### src/rtl/stopwatch_ctrl_if.sv
// Stopwatch controller signal bundle: buttons and downstream count in, counter
// control and display out.
interface stopwatch_ctrl_if;
  logic        start_stop;
  logic        lap;
  logic        clear;
  logic [31:0] count_in;
  logic        cnt_en;
  logic        cnt_clr;
  logic [31:0] display;
  logic        running;
  logic        lap_active;
  logic        done;

  modport master (
    output start_stop, lap, clear, count_in,
    input  cnt_en, cnt_clr, display, running, lap_active, done
  );

  modport slave (
    input  start_stop, lap, clear, count_in,
    output cnt_en, cnt_clr, display, running, lap_active, done
  );
endinterface

### src/rtl/stopwatch_ctrl.sv
// Stopwatch controller: button edge detection, run/pause/lap FSM and a tick
// prescaler driving an external 8-digit BCD counter.
module stopwatch_ctrl #(
  parameter int unsigned DIV = 10
) (
  input logic           clk,
  input logic           reset,
  stopwatch_ctrl_if.slave sw
);

  localparam logic [1:0] StIdle  = 2'd0;
  localparam logic [1:0] StRun   = 2'd1;
  localparam logic [1:0] StPause = 2'd2;
  localparam logic [1:0] StLap   = 2'd3;

  localparam logic [15:0] PrescMax  = 16'(DIV - 1);
  localparam logic [31:0] FullScale = 32'h9999_9999;

  logic [1:0]  state_q, state_d;
  logic [15:0] presc_q, presc_d;
  logic [31:0] lap_reg_q, lap_reg_d;
  logic        cnt_en_q, cnt_en_d;
  logic        cnt_clr_q, cnt_clr_d;
  logic        done_q, done_d;
  logic        ss_hist_q, lap_hist_q, clr_hist_q;

  logic ss_ev, lap_ev, clr_ev;
  logic active, tick, full;

  assign ss_ev  = sw.start_stop & ~ss_hist_q;
  assign lap_ev = sw.lap & ~lap_hist_q;
  assign clr_ev = sw.clear & ~clr_hist_q;

  assign active = (state_q == StRun) || (state_q == StLap);
  assign tick   = active && (presc_q == PrescMax);
  assign full   = tick && (sw.count_in == FullScale);

  // Events a state ignores never block a lower-priority event that it accepts.
  always_comb begin
    state_d   = state_q;
    lap_reg_d = lap_reg_q;
    done_d    = done_q;
    cnt_clr_d = 1'b0;
    unique case (state_q)
      StIdle: begin
        if (clr_ev) begin
          cnt_clr_d = 1'b1;
        end else if (ss_ev) begin
          state_d = StRun;
        end
      end
      StRun: begin
        if (full) begin
          state_d = StPause;
          done_d  = 1'b1;
        end else if (ss_ev) begin
          state_d = StPause;
        end else if (lap_ev) begin
          state_d   = StLap;
          lap_reg_d = sw.count_in;
        end
      end
      StLap: begin
        if (full) begin
          state_d = StPause;
          done_d  = 1'b1;
        end else if (ss_ev) begin
          state_d = StPause;
        end else if (lap_ev) begin
          state_d = StRun;
        end
      end
      StPause: begin
        if (clr_ev) begin
          state_d   = StIdle;
          cnt_clr_d = 1'b1;
          done_d    = 1'b0;
        end else if (ss_ev && !done_q) begin
          state_d = StRun;
        end
      end
      default: state_d = StIdle;
    endcase
  end

  // Any start_stop event seen while active leaves RUN/LAP, so it kills the tick.
  assign cnt_en_d = tick && !full && !ss_ev;

  always_comb begin
    presc_d = presc_q;
    if (state_d == StIdle) begin
      presc_d = '0;
    end else if (active) begin
      presc_d = tick ? 16'd0 : presc_q + 16'd1;
    end
  end

  always_ff @(posedge clk) begin
    if (reset) begin
      state_q    <= StIdle;
      presc_q    <= '0;
      lap_reg_q  <= '0;
      cnt_en_q   <= 1'b0;
      cnt_clr_q  <= 1'b0;
      done_q     <= 1'b0;
      ss_hist_q  <= 1'b1;
      lap_hist_q <= 1'b1;
      clr_hist_q <= 1'b1;
    end else begin
      state_q    <= state_d;
      presc_q    <= presc_d;
      lap_reg_q  <= lap_reg_d;
      cnt_en_q   <= cnt_en_d;
      cnt_clr_q  <= cnt_clr_d;
      done_q     <= done_d;
      ss_hist_q  <= sw.start_stop;
      lap_hist_q <= sw.lap;
      clr_hist_q <= sw.clear;
    end
  end

  assign sw.cnt_en     = cnt_en_q;
  assign sw.cnt_clr    = cnt_clr_q;
  assign sw.done       = done_q;
  assign sw.running    = active;
  assign sw.lap_active = (state_q == StLap);
  assign sw.display    = (state_q == StLap) ? lap_reg_q : sw.count_in;

endmodule

### src/flat_wrapper.sv
// flat-port wrapper written by rule: the top's interface ports become plain ports
module stopwatch_ctrl_flat 
#(
  parameter int unsigned DIV = 10
)
  (clk, reset, sw_start_stop, sw_lap, sw_clear, sw_count_in, sw_cnt_en, sw_cnt_clr, sw_display, sw_running, sw_lap_active, sw_done);
  stopwatch_ctrl_if sw_i ();
  input logic clk;
  input logic reset;
  input wire logic [$bits(sw_i.start_stop)-1:0] sw_start_stop;
  input wire logic [$bits(sw_i.lap)-1:0] sw_lap;
  input wire logic [$bits(sw_i.clear)-1:0] sw_clear;
  input wire logic [$bits(sw_i.count_in)-1:0] sw_count_in;
  output wire logic [$bits(sw_i.cnt_en)-1:0] sw_cnt_en;
  output wire logic [$bits(sw_i.cnt_clr)-1:0] sw_cnt_clr;
  output wire logic [$bits(sw_i.display)-1:0] sw_display;
  output wire logic [$bits(sw_i.running)-1:0] sw_running;
  output wire logic [$bits(sw_i.lap_active)-1:0] sw_lap_active;
  output wire logic [$bits(sw_i.done)-1:0] sw_done;
  assign sw_i.start_stop = sw_start_stop;
  assign sw_i.lap = sw_lap;
  assign sw_i.clear = sw_clear;
  assign sw_i.count_in = sw_count_in;
  assign sw_cnt_en = sw_i.cnt_en;
  assign sw_cnt_clr = sw_i.cnt_clr;
  assign sw_display = sw_i.display;
  assign sw_running = sw_i.running;
  assign sw_lap_active = sw_i.lap_active;
  assign sw_done = sw_i.done;
  stopwatch_ctrl #(.DIV(DIV)) u_core (.clk(clk), .reset(reset), .sw(sw_i));
endmodule
### config.mk
export PLATFORM = sky130hd
export DESIGN_NAME = stopwatch_ctrl_flat
export DESIGN_NICKNAME = d
export VERILOG_FILES = /design/src/rtl/stopwatch_ctrl_if.sv /design/src/rtl/stopwatch_ctrl.sv /design/src/flat_wrapper.sv
export SDC_FILE = /design/constraint.sdc
export NUM_CORES = 1
export LEC_CHECK = 0
export BUFFER_PORTS_ARGS = -buffer_cell sky130_fd_sc_hd__buf_4
export CORE_MARGIN = 1
export CORE_UTILIZATION = 40
export DETAILED_ROUTE_END_ITERATION = 12
export SYNTH_ARGS = -nofsm -noshare
export SYNTH_HDL_FRONTEND = slang
export SYNTH_SLANG_ARGS = --single-unit
export TNS_END_PERCENT = 1
### constraint.sdc
create_clock -name clk -period 3.3 [get_ports clk]
set_input_delay 0.165 -clock clk [delete_from_list [all_inputs] [get_ports clk]]
set_output_delay 0.165 -clock clk [all_outputs]
set_load 0.01 [all_outputs]
; ---- Word level (Yosys, flattened, before mapping)
; Index checks and enable logic that the tools add are counted.
[totals]
input_bits = 37
word_cells = 61
out_inout_bits = 37
register_bits = 56
[classes]
reduce_logical = 18
n_bitwise = 9
mux = 17
n_eq_ne = 7
n_addsub = 1
[ops]
columns = cell, n
row1 = $eq A32 B32 Y1 const B, 1
row2 = $mux W32, 1
row3 = $mux W2, 10
row4 = $add A16 B1 Y16 const B, 1
row5 = $eq A16 B4 Y1 const B, 1
row6 = $mux W16, 1
row7 = $pmux W2 S4, 1
row8 = $reduce_or A2 Y1, 4
row9 = $not A1 Y1, 6
row10 = $logic_and A1 B1 Y1, 5
row11 = $eq A2 B2 Y1 const B, 2
row12 = $logic_not A2 Y1, 2
row13 = $ne A2 B1 Y1 const B, 2
row14 = $reduce_and A4 Y1, 1
row15 = $and A1 B1 Y1, 3
row16 = $logic_not A1 Y1, 3
row17 = $mux W1, 3
row18 = $reduce_and A3 Y1, 1
row19 = $eq A2 B1 Y1 const B, 1
row20 = $pmux W1 S2, 1
row21 = $reduce_bool A2 Y1, 1
row22 = $logic_or A1 B1 Y1, 1

; ---- Depth between registers and ports, before layout
[depth]
word_depth = 8
ltp_mapped = 8
ltp_nobuf = 6

; ---- Least setup slack after synthesis
; OpenSTA, ideal clock, no wires.
[synth_path]
path_type = register to register
from = register u_core.presc_q[0]
to = register u_core.lap_reg_q[0]
required_ns = 3.221
path_stages_with_launch = 8
path_buffers = 2
setup_slack_ns = 1.514
period_less_slack_ns = 1.786
t_arrival_ns = 1.708
setup_ns = 0.079
path_cell_list = dfxtp_1 ha_1 nor4b_2 nand3_1 or4_1 buf_2 buf_6 o221ai_2
[synth_between]
elab_chain_cells = 5
[synth_rtl]
columns = element, line
row1 = start: declaration, stopwatch_ctrl.sv:20  ; logic [15:0] presc_q, presc_d;
row2 = start signal: assignment, stopwatch_ctrl.sv:111  ; presc_q <= presc_d;
row3 = $eq A16 B4 Y1, stopwatch_ctrl.sv:35  ; assign tick = active && (presc_q == PrescMax);
row4 = $logic_and A1 B1 Y1, stopwatch_ctrl.sv:35
row5 = $logic_and A1 B1 Y1, stopwatch_ctrl.sv:36  ; assign full = tick && (sw.count_in == FullScale);
row6 = $not A1 Y1 (no source line), n/a
row7 = $reduce_and A4 Y1 (no source line), n/a
row8 = end signal: assignment, stopwatch_ctrl.sv:112  ; lap_reg_q <= lap_reg_d;
row9 = end: declaration, stopwatch_ctrl.sv:21  ; logic [31:0] lap_reg_q, lap_reg_d;
; Every way passes these cells.
; A chain may end at the register's enable or synchronous reset.

; ---- Final worst setup path
[layout_path]
from = register u_core.presc_q[0]
to = register u_core.lap_reg_q[31]
; The elaborated chain is that of the path after synthesis.

==> metrics.txt <==
Pleak approximately 1.6 nW; CTS Buffer Depth 2; Synth Net Count 425; Yosys top cell area share 0.360; Vias 2773; Cells after Synth 386; Core ar. 7370 um^2; dpl cells 542; CP Data Required Time around 3.5 ns; clock tree sinks 56; Crit path arrival time 2.66 ns; Die X 90.2 um; Die H ~90 um; P&R area growth vs syn 24.7%; Max VDD drop 228 uV; Clock transition at path regs 0.09 ns; Fin. Hold Viols 0; Hold Slack approximately 0.047 ns; placer congestion estimate approximately 0.80; Nets between 400 and 500; outcome completed; post-synth design cell area 3110 um^2; WL final 7.35 mm; CTS Buf Count 5; Synth Area per Inst 8.06 um^2; fillers 706; Core Util, Final 0.527; critical path class reg2reg; share of post-route cells with drive strength above 1 0.302; initial antenna violation count 0; GRT Overall Usage 0.183; clk_skew ~0.0067 ns; Setup Buffers After CTS 0; Synth Flop Type dfxtp_1; EDFF count, synth 0; total grt overflow 0; endpoints failing setup 0; pwr dens 342 nW/um^2; TritonCTS clock tree built; Final Non-Filler Cells 550; Setup TNS 0 ns; Final Max Tran Viols 0; ANT cells 0; Max stage delay on crit path 0.80 ns; RSZ-0062 raised after global routing false; DR vias/cell 5.04; critical path's slowest cell or4_2; PortBufs between 70 and 80; Synth area leader dfxtp_1; largest net degree at the start of global routing 37; Top-Level Pins 74; crit path cell chain ha_1 > nor4b_2 > nand3_1 > or4_2 > buf_4 > o221ai_1; global-route wire length before repair 12.4 mm; num rows 31; DP HPWL roughly 5.5 mm; Synth cell types 46; Worst Hold Class in2reg; Final Power 1.33 mW; First-pass DRT Iterations 4; Startpoint Class flip-flop; Slew @ Worst Pin 0.587 ns; maxcap violations 0; Ys Warns 0; clk_lat worst skew 0.31 ns; post-CTS sizing 0; # DRC 0; Starting Density 0.422; # H-tree levels 2; Post-DRT Antenna Nets 0; Peak Freq 410 MHz; top post-synthesis cells by area dfxtp_1, o221ai_2, nand2_1, inv_1, o21ai_0; Final period util 0.739; root buffer cell clkbuf_8; DRT iter0 DRCs between 70 and 80; sequential share of the synthesized area 0.360; Post-synth ARST share 0; wire length per cell 13.4 um; Yosys reg bits 56; post-route minimum period 2.44 ns; slew margin rel. 0.608; Die Area slightly above 8000 um^2; CP max FO 25; Worst setup EP type flip-flop; vias in the first global route 2657; hold_buf cts 0
==> cell families (layout without fill, tap and decap cells) <==
family | count (synthesis) | in the layout | synth area share
AND/OR/NAND/NOR | 148 | 148 | 0.254
AO/OA/AOI/OAI | 88 | 88 | 0.242
buffers and inverters | 83 | 148 | 0.111
flip-flops | 56 | 56 | 0.360
XOR/XNOR | 9 | 9 | 0.0253
adder cells (fa/ha/maj) | 2 | 2 | 0.00804
==> routing by layer <==
| metal | GRT usage | wire length, um |
|---|---|---|
| met4 | 0.0403 | 65 |
| met2 | 0.312 | 3370 |
| met5 | 0 | 0 |
| met3 | 0.0338 | 255 |
| met1 | 0.241 | 3660 |
==> cells in the final DEF (no fill, tap or decap), drive strengths merged, types with 2 or more instances in the layout <==
| master | Yosys | layout |
|---|---|---|
| a211oi | 2 | 2 |
| a21oi | 8 | 8 |
| and2 | 2 | 2 |
| and3 | 2 | 2 |
| and4 | 4 | 4 |
| and4bb | 4 | 4 |
| buf | 8 | 83 |
| clkbuf | 18 | 7 |
| dfxtp | 56 | 56 |
| ha | 2 | 2 |
| inv | 57 | 57 |
| nand2 | 71 | 71 |
| nand2b | 4 | 4 |
| nand3 | 17 | 17 |
| nand3b | 2 | 2 |
| nand4 | 8 | 8 |
| nor2 | 9 | 9 |
| nor2b | 2 | 2 |
| nor3 | 3 | 3 |
| nor4 | 2 | 2 |
| nor4b | 4 | 4 |
| nor4bb | 2 | 2 |
| o211ai | 12 | 12 |
| o21ai | 37 | 37 |
| o221ai | 21 | 21 |
| o31ai | 2 | 2 |
| or2 | 3 | 3 |
| or3 | 5 | 5 |
| or4 | 2 | 2 |
| xor2 | 8 | 8 |
==> final timing paths <==
kind / from / endpoint / slack (ns) / cells past startpoint
hold / removal: sw_lap / u_core.lap_hist_q / 0.05 / 2
setup / recovery: u_core.presc_q[0] / u_core.lap_reg_q[31] / 0.86 / 6
setup reg to reg: u_core.presc_q[0] / u_core.lap_reg_q[31] / 0.86 / 6
hold reg to reg: u_core.lap_reg_q[10] / u_core.lap_reg_q[10] / 0.47 / 2
==> report_power, final <==
part / internal [mW] / switching [mW]
logic: 0.0781 / 0.0793
registers: 0.681 / 0.00233
clock network: 0.268 / 0.220
total: 1.03 / 0.301
==> flip-flops by register name, summed over array words and instances, names as in the netlist <==
register / flops
u_core.state_q: 2
u_core.lap_hist_q: 1
u_core.sw.done: 1
u_core.sw.cnt_clr: 1
u_core.presc_q: 16
u_core.clr_hist_q: 1
u_core.lap_reg_q: 32
u_core.sw.cnt_en: 1
u_core.ss_hist_q: 1
==> cells in the mapped netlist (all sizes together), types with 3 or more instances <==
| library cell | number |
|---|---|
| nand2 | 71 |
| inv | 57 |
| dfxtp | 56 |
| o21ai | 37 |
| o221ai | 21 |
| clkbuf | 18 |
| nand3 | 17 |
| o211ai | 12 |
| nor2 | 9 |
| a21oi | 8 |
| buf | 8 |
| nand4 | 8 |
| xor2 | 8 |
| or3 | 5 |
| and4 | 4 |
| and4bb | 4 |
| nand2b | 4 |
| nor4b | 4 |
| nor3 | 3 |
| or2 | 3 |
==> metrics by stage <==
step | area (um^2) | worst slack (ns)
6_report | 3880 | 0.860
5_1_grt | 3880 | 0.742
4_1_cts | 3880 | 0.852
3_5_place_dp | 3760 | 0.769
3_3_place_gp | 3760 | 0.842
2_1_floorplan | 3110 | 1.51
==> worst max-delay path: cells and delay by family, from the launching register on <==
family	cells	cell delay, ns
AOI/OAI and AO/OA	1	0.23
adders and majority gates	1	0.18
buffers and inverters	1	0.34
DFF	1	0.40
and+or+nand+nor	3	1.19
==> layout make-up <==
class / instances / area, um^2 / share of cell area
inverters: 57 / 214 / 0.0551
well taps: 99 / 124 / 0.0319
repair buffers: 83 / 623 / 0.160
clock inverters: 1 / 30.0 / 0.00773
clock buffers: 7 / 96.3 / 0.0248
multi-input cells: 247 / 1670 / 0.431
flip-flops and latches: 56 / 1120 / 0.289
(Power assumes the default switching activity.)
